## src/rtl/bicubic_pkg.sv

```systemverilog
// Shared constants for the bicubic frame sequencer: pixel width, default
// frame geometry and FSM state encodings.
package bicubic_pkg;

  localparam int PIXEL_W        = 24;
  localparam int PERF_W         = 32;
  localparam int SRC_IMG_WIDTH  = 960;
  localparam int SRC_IMG_HEIGHT = 540;

  // state     | meaning
  // IDLE      | waiting for start
  // ACTIVE    | forwarding source pixels
  // FLUSH     | emitting pad rows to drain core line buffers
  // DONE_WAIT | last beat loaded, waiting for its handshake
  // DONE      | one-cycle done pulse
  localparam logic [2:0] ST_IDLE      = 3'd0;
  localparam logic [2:0] ST_ACTIVE    = 3'd1;
  localparam logic [2:0] ST_FLUSH     = 3'd2;
  localparam logic [2:0] ST_DONE_WAIT = 3'd3;
  localparam logic [2:0] ST_DONE      = 3'd4;

  function automatic logic state_is_busy(input logic [2:0] st);
    return (st == ST_ACTIVE) || (st == ST_FLUSH) || (st == ST_DONE_WAIT);
  endfunction

endpackage

```

## src/rtl/bicubic_perf_cnt.sv

```systemverilog
// Saturating event counter with synchronous clear; used for the optional
// performance counters of the frame sequencer.
module bicubic_perf_cnt
  import bicubic_pkg::*;
(
  input  logic              i_clk,
  input  logic              i_rst_n,
  input  logic              i_clr,
  input  logic              i_en,
  output logic [PERF_W-1:0] o_cnt
);

  logic [PERF_W-1:0] r_cnt;

  always_ff @(posedge i_clk) begin
    if (!i_rst_n) begin
      r_cnt <= '0;
    end else if (i_clr) begin
      r_cnt <= '0;
    end else if (i_en && (r_cnt != '1)) begin
      r_cnt <= r_cnt + 1'b1;
    end
  end

  assign o_cnt = r_cnt;

endmodule

```

## src/rtl/bicubic_frame_ctrl.sv

```systemverilog
// Frame sequencer feeding the bicubic core: forwards one source frame, tags
// sof/eol/eof, appends pad rows. Optional perf counters: BICUBIC_FRAME_CTRL_PERF_EN.
module bicubic_frame_ctrl
  import bicubic_pkg::*;
#(
  parameter int                  SRC_WIDTH   = SRC_IMG_WIDTH,
  parameter int                  SRC_HEIGHT  = SRC_IMG_HEIGHT,
  parameter int                  FLUSH_LINES = 2,
  parameter logic [PIXEL_W-1:0]  PAD_PIXEL   = 24'h000000
) (
  input  logic               clk,
  input  logic               rst_n,
  input  logic               start,
  input  logic               abort,
  input  logic               s_valid,
  output logic               s_ready,
  input  logic [PIXEL_W-1:0] s_data,
  output logic               m_valid,
  input  logic               m_ready,
  output logic [PIXEL_W-1:0] m_data,
  output logic               m_sof,
  output logic               m_eol,
  output logic               m_eof,
  output logic               m_pad,
  output logic               busy,
  output logic               done
`ifdef BICUBIC_FRAME_CTRL_PERF_EN
  ,
  output logic [PERF_W-1:0]  starve_cnt,
  output logic [PERF_W-1:0]  bp_cnt
`endif
);

  localparam int XW = $clog2(SRC_WIDTH);
  localparam int YW = $clog2(SRC_HEIGHT + FLUSH_LINES + 1);
  localparam logic [XW-1:0] X_LAST     = XW'(SRC_WIDTH - 1);
  localparam logic [YW-1:0] Y_SRC_LAST = YW'(SRC_HEIGHT - 1);
  localparam logic [YW-1:0] Y_EOF      = YW'(SRC_HEIGHT + FLUSH_LINES - 1);

  logic [2:0]         r_state;
  logic [2:0]         w_state_nxt;
  logic [XW-1:0]      r_x;
  logic [YW-1:0]      r_y;
  logic               r_m_valid;
  logic [PIXEL_W-1:0] r_m_data;
  logic               r_sof;
  logic               r_eol;
  logic               r_eof;
  logic               r_pad;

  logic w_load_ok;
  logic w_s_ready;
  logic w_load_src;
  logic w_load_pad;
  logic w_load;
  logic w_x_last;
  logic w_sof;
  logic w_eof;
  logic w_src_last;
  logic w_start_acc;
  logic w_eof_hs;

  assign w_load_ok   = !r_m_valid || m_ready;
  // abort masks s_ready so a pixel offered alongside abort is never consumed
  assign w_s_ready   = (r_state == ST_ACTIVE) && w_load_ok && !abort;
  assign w_load_src  = w_s_ready && s_valid;
  assign w_load_pad  = (r_state == ST_FLUSH) && w_load_ok && !abort;
  assign w_load      = w_load_src || w_load_pad;
  assign w_x_last    = (r_x == X_LAST);
  assign w_sof       = (r_x == '0) && (r_y == '0);
  assign w_eof       = w_x_last && (r_y == Y_EOF);
  assign w_src_last  = w_x_last && (r_y == Y_SRC_LAST);
  assign w_start_acc = (r_state == ST_IDLE) && start && !abort;
  assign w_eof_hs    = r_m_valid && m_ready && r_eof;

  always_comb begin
    w_state_nxt = r_state;
    case (r_state)
      ST_IDLE: begin
        if (start) w_state_nxt = ST_ACTIVE;
      end
      ST_ACTIVE: begin
        if (w_load_src && w_src_last)
          w_state_nxt = (FLUSH_LINES > 0) ? ST_FLUSH : ST_DONE_WAIT;
      end
      ST_FLUSH: begin
        if (w_load_pad && w_eof) w_state_nxt = ST_DONE_WAIT;
      end
      ST_DONE_WAIT: begin
        if (w_eof_hs) w_state_nxt = ST_DONE;
      end
      ST_DONE: begin
        w_state_nxt = ST_IDLE;
      end
      default: begin
        w_state_nxt = ST_IDLE;
      end
    endcase
    if (abort) w_state_nxt = ST_IDLE;
  end

  always_ff @(posedge clk) begin
    if (!rst_n) begin
      r_state   <= ST_IDLE;
      r_x       <= '0;
      r_y       <= '0;
      r_m_valid <= 1'b0;
      r_m_data  <= '0;
      r_sof     <= 1'b0;
      r_eol     <= 1'b0;
      r_eof     <= 1'b0;
      r_pad     <= 1'b0;
    end else begin
      r_state <= w_state_nxt;
      if (abort) begin
        r_m_valid <= 1'b0;
        r_x       <= '0;
        r_y       <= '0;
      end else begin
        if (w_start_acc) begin
          r_x <= '0;
          r_y <= '0;
        end else if (w_load) begin
          if (w_x_last) begin
            r_x <= '0;
            r_y <= r_y + 1'b1;
          end else begin
            r_x <= r_x + 1'b1;
          end
        end
        if (w_load) begin
          r_m_valid <= 1'b1;
          r_m_data  <= w_load_pad ? PAD_PIXEL : s_data;
          r_sof     <= w_sof;
          r_eol     <= w_x_last;
          r_eof     <= w_eof;
          r_pad     <= w_load_pad;
        end else if (w_load_ok) begin
          r_m_valid <= 1'b0;
        end
      end
    end
  end

  assign s_ready = w_s_ready;
  assign m_valid = r_m_valid;
  assign m_data  = r_m_data;
  assign m_sof   = r_sof;
  assign m_eol   = r_eol;
  assign m_eof   = r_eof;
  assign m_pad   = r_pad;
  assign busy    = state_is_busy(r_state);
  assign done    = (r_state == ST_DONE);

`ifdef BICUBIC_FRAME_CTRL_PERF_EN
  logic w_starve_ev;
  logic w_bp_ev;

  assign w_starve_ev = (r_state == ST_ACTIVE) && w_s_ready && !s_valid;
  assign w_bp_ev     = r_m_valid && !m_ready;

  bicubic_perf_cnt u_starve_cnt (
    .i_clk   (clk),
    .i_rst_n (rst_n),
    .i_clr   (w_start_acc),
    .i_en    (w_starve_ev),
    .o_cnt   (starve_cnt)
  );

  bicubic_perf_cnt u_bp_cnt (
    .i_clk   (clk),
    .i_rst_n (rst_n),
    .i_clr   (w_start_acc),
    .i_en    (w_bp_ev),
    .o_cnt   (bp_cnt)
  );
`endif

endmodule

```

## config.mk

```make
export PLATFORM = sky130hd
export DESIGN_NAME = bicubic_frame_ctrl
export DESIGN_NICKNAME = d
export VERILOG_FILES = /design/src/rtl/bicubic_pkg.sv /design/src/rtl/bicubic_perf_cnt.sv /design/src/rtl/bicubic_frame_ctrl.sv
export SDC_FILE = /design/constraint.sdc
export NUM_CORES = 1
export LEC_CHECK = 0
export BUFFER_PORTS_ARGS = -buffer_cell sky130_fd_sc_hd__clkbuf_2
export CAP_MARGIN = 0
export CORE_ASPECT_RATIO = 1.5
export CORE_MARGIN = 10
export CORE_UTILIZATION = 52
export CTS_CLUSTER_DIAMETER = 40
export DETAILED_ROUTE_END_ITERATION = 7
export GPL_ROUTABILITY_DRIVEN = 1
export PLACE_DENSITY = 0.91
export SYNTH_ARGS = -nofsm -noshare
export SYNTH_HDL_FRONTEND = slang
export SYNTH_SLANG_ARGS = --single-unit
```

## constraint.sdc

```tcl
create_clock -name clk -period 2.3 [get_ports clk]
set_input_delay 0 -clock clk [delete_from_list [all_inputs] [get_ports clk]]
set_output_delay 0 -clock clk [all_outputs]
set_load 0.005 [all_outputs]
```

==> results by group <==
Yosys
  • Synth top area cells: dfxtp_1 44%, nand2_1 10%, a21oi_1 6.4%, nor2_1 4.2%, xnor2_1 4.1%
  • Leading area contributor after synthesis: dfxtp_1
  • Gate Count Post-Synth: 284
  • Multiplexer area fraction after synthesis: 0.426%
  • Synthesized cell area: 2350 um2
  • Synth Area in Simple Gates: 31.8%
  • EDFF count, synth: 0
  • Seq/Total Area, Yosys: 44.3%
  • #FFs+latches synth: 52
  • Synth Flop Type: dfxtp_1
  • Synthesized Nets: 319
  • Synth top area share: 44.3%
  • Post-Synth XOR/XNOR Area: 5.22%
  • Post-Synth Adder-Cell Area: 2.66%
  • Syn. warnings: 0
  • Post-synthesis area per instance: 8.27 um2
  • Library cells used by synthesis: 43
  • Largest family of logic cells by synthesized area: simple AND/OR/NAND/NOR gates
  • Post-synthesis compound-gate area fraction: 12.1%
  • Ys async rst share: 0%

Floorplanning
  • Die ar.: 7660 um2
  • Die X: 74.9 um
  • Die H: 102 um
  • Standard-cell rows: 29
  • IO Pins: 62
  • Starting density of the core: 54.4%
  • Core area: 4320 um2

Placement
  • DP Area: 2690 um2
  • GP Congestion: 0.889
  • DP HPWL: 4110 um
  • Port buffer count: 61

Worst hold path
  • Hold Crit Class: in2reg

Clock network
  • CTS tree: built
  • PostCTS Resize Cnt: 0
  • Clk Latency, worst-skew pair: 0.31 ns
  • H-Tree Depth: 2
  • Clock Tree Buf Depth: 2
  • CTS Root Cell: clkbuf_8
  • CTS Buf Count: 5
  • Setup Buffers After CTS: 0
  • Clock-pin slew on the worst setup and hold paths: 0.10 ns
  • Sink Count: 52
  • Hold buffers post-CTS: 25

Global routing
  • Initial antenna violation count: 0
  • Total GRT Usage: 16.4%
  • Vias in the first global route: 2239
  • First-pass GRT wire length: 10200 um
  • Aggregate global routing overflow: 0
  • Pin count of the biggest net entering global routing: 26

Route
  • Initial DRC Count: 117
  • Antenna Nets Post-Route: 0
  • Vias: 2281
  • Number of remaining DRC errors: 0
  • Detailed Routing Iterations Pass 1: 4
  • Vias/cell: 5.47
  • Post-Route WL: 6270 um
  • WL per Instance: 15.0 um

Setup path
  • Critical path's slowest cell: nor4_1
  • Delay-heaviest family, CP: simple AND/OR/NAND/NOR gates
  • Worst EP required: 2.54 ns
  • Crit-path max cell delay: 0.46 ns
  • CP dominant cell by count: nand3_1
  • Critical path peak fanout: 7
  • Setup CP Type: reg2reg
  • Startpoint types: flop
  • CP bufs+invs: 0
  • Critical path cell sequence: ha_1 -> nand3_1 -> nor4_1 -> nand3_1 -> o21ai_1 -> mux2i_1
  • Endpoint class of the critical path: flop
  • CP arrival: 2.17 ns

Power
  • Leak pwr: 1.16 nW
  • Max VDD drop: 501 uV
  • Power Density: 526 nW/um2

Timing
  • Clock skew: 0.00855 ns
  • Maximum achievable frequency: 520 MHz
  • Worst slew pin tran: 0.694 ns
  • Post-route minimum period: 1.92 ns
  • Period utilisation layout: 83.7%
  • Slew Viols, Final: 0
  • Final count of hold timing violations: 0
  • Max-slew headroom: 53.7%
  • Final setup viols: 0
  • RSZ-0062 raised after global routing: false
  • Post-route setup TNS: 0 ns

Layout
  • N_diodes: 0
  • Commonest non-fill, non-tap cell in the layout: nand2_1
  • Register Area: 1040 um2
  • Fill cells: 307
  • Area of the multi-input gates: 1230 um2
  • Fin area: 3030 um2
  • Layout cells sized above 1: 23.2%
  • Area Overhead vs Synth: 29.2%
  • Most frequent cells in the layout: 65 x nand2_1, 61 x clkbuf_2, 52 x dfxtp_1
  • Final nets: 405

Job
  • Max-cap viol count: 0

Outcome
  • Status: finished clean
==> state kept, by name, summed over array words and instances, names as in the netlist <==
name,flops
m_valid,1
r_y,10
r_state,3
m_data,24
m_pad,1
m_sof,1
m_eol,1
r_x,10
m_eof,1
==> cells in the mapped netlist, types with 2 or more instances <==
cell type,n
inv_1,5
nand3_1,17
o21ai_0,4
xor2_1,3
dfxtp_1,52
nor3_1,3
nor2_1,26
xnor2_1,11
ha_1,5
clkbuf_1,5
or4_1,2
nor4_1,6
nand2b_1,3
a21o_1,2
nand4_1,4
buf_2,5
a21oi_1,30
a21boi_0,4
nor2b_1,3
or3_1,4
nand2_1,65
nor3_2,4
==> routing by layer <==
layer	vias to the layer above	track usage, %	share of wire (%)
met5	-	0	0
met4	0	6.14	1.2
met3	6	4.27	8.5
met2	80	29.3	52
met1	1058	17.8	38
li1	1137	-	-
==> worst paths after layout <==
path	from	end	slack (ns)	cells after the start
max	r_x[1]	r_state[0]	0.38	6
min	abort	r_state[0]	0.04	3
max reg2reg	r_x[1]	r_state[0]	0.38	6
min reg2reg	m_data[10]	m_data[10]	0.46	2
==> kinds of logic (layout without fill, tap and decap cells) <==
kind of cell | count (synthesis) | count (layout)
compound gates | 46 | 46
xor+xnor | 14 | 14
fa+ha+maj | 5 | 5
buf+inv | 17 | 104
flops | 52 | 52
mux | 1 | 1
simple gates | 149 | 149
==> metrics by stage <==
| stage | util, % | hold slack [ns] | cells | setup WS (ns) | total power [mW] |
|---|---|---|---|---|---|
| CTS | 70.3 | 0.0324 | 417 | 0.390 | 1.61 |
| detailed placement | 62.2 | 0.227 | 384 | 0.410 | 1.04 |
| global route | 70.3 | 0.0515 | 417 | 0.147 | 1.67 |
| finish | 70.3 | 0.0391 | 417 | 0.376 | 1.60 |
| floorplan | - | 0.136 | 284 | 0.595 | 0.989 |
| global placement | 62.2 | 0.224 | 384 | 0.503 | 1.03 |
==> worst min-delay path: stages <==
cell and delay, ns:
clkbuf_2 0.13, nand3b_1 0.11, mux2i_1 0.06
==> final cells by class <==
class | count | area share, %
clock inverters | 2 | 0.495
clock buffers | 6 | 2.72
flip-flops and latches | 52 | 34.3
inverters | 5 | 0.619
repair buffers | 91 | 19.5
well taps | 46 | 1.90
multi-input cells | 215 | 40.4
==> where the power goes <==
part	switching [mW]	internal (mW)	total, mW
Clock	0.300	0.244	0.543
Combinational	0.0619	0.0732	0.135
Sequential	0.00846	0.908	0.917
No activity file was read; power rests on OpenSTA's default activity.
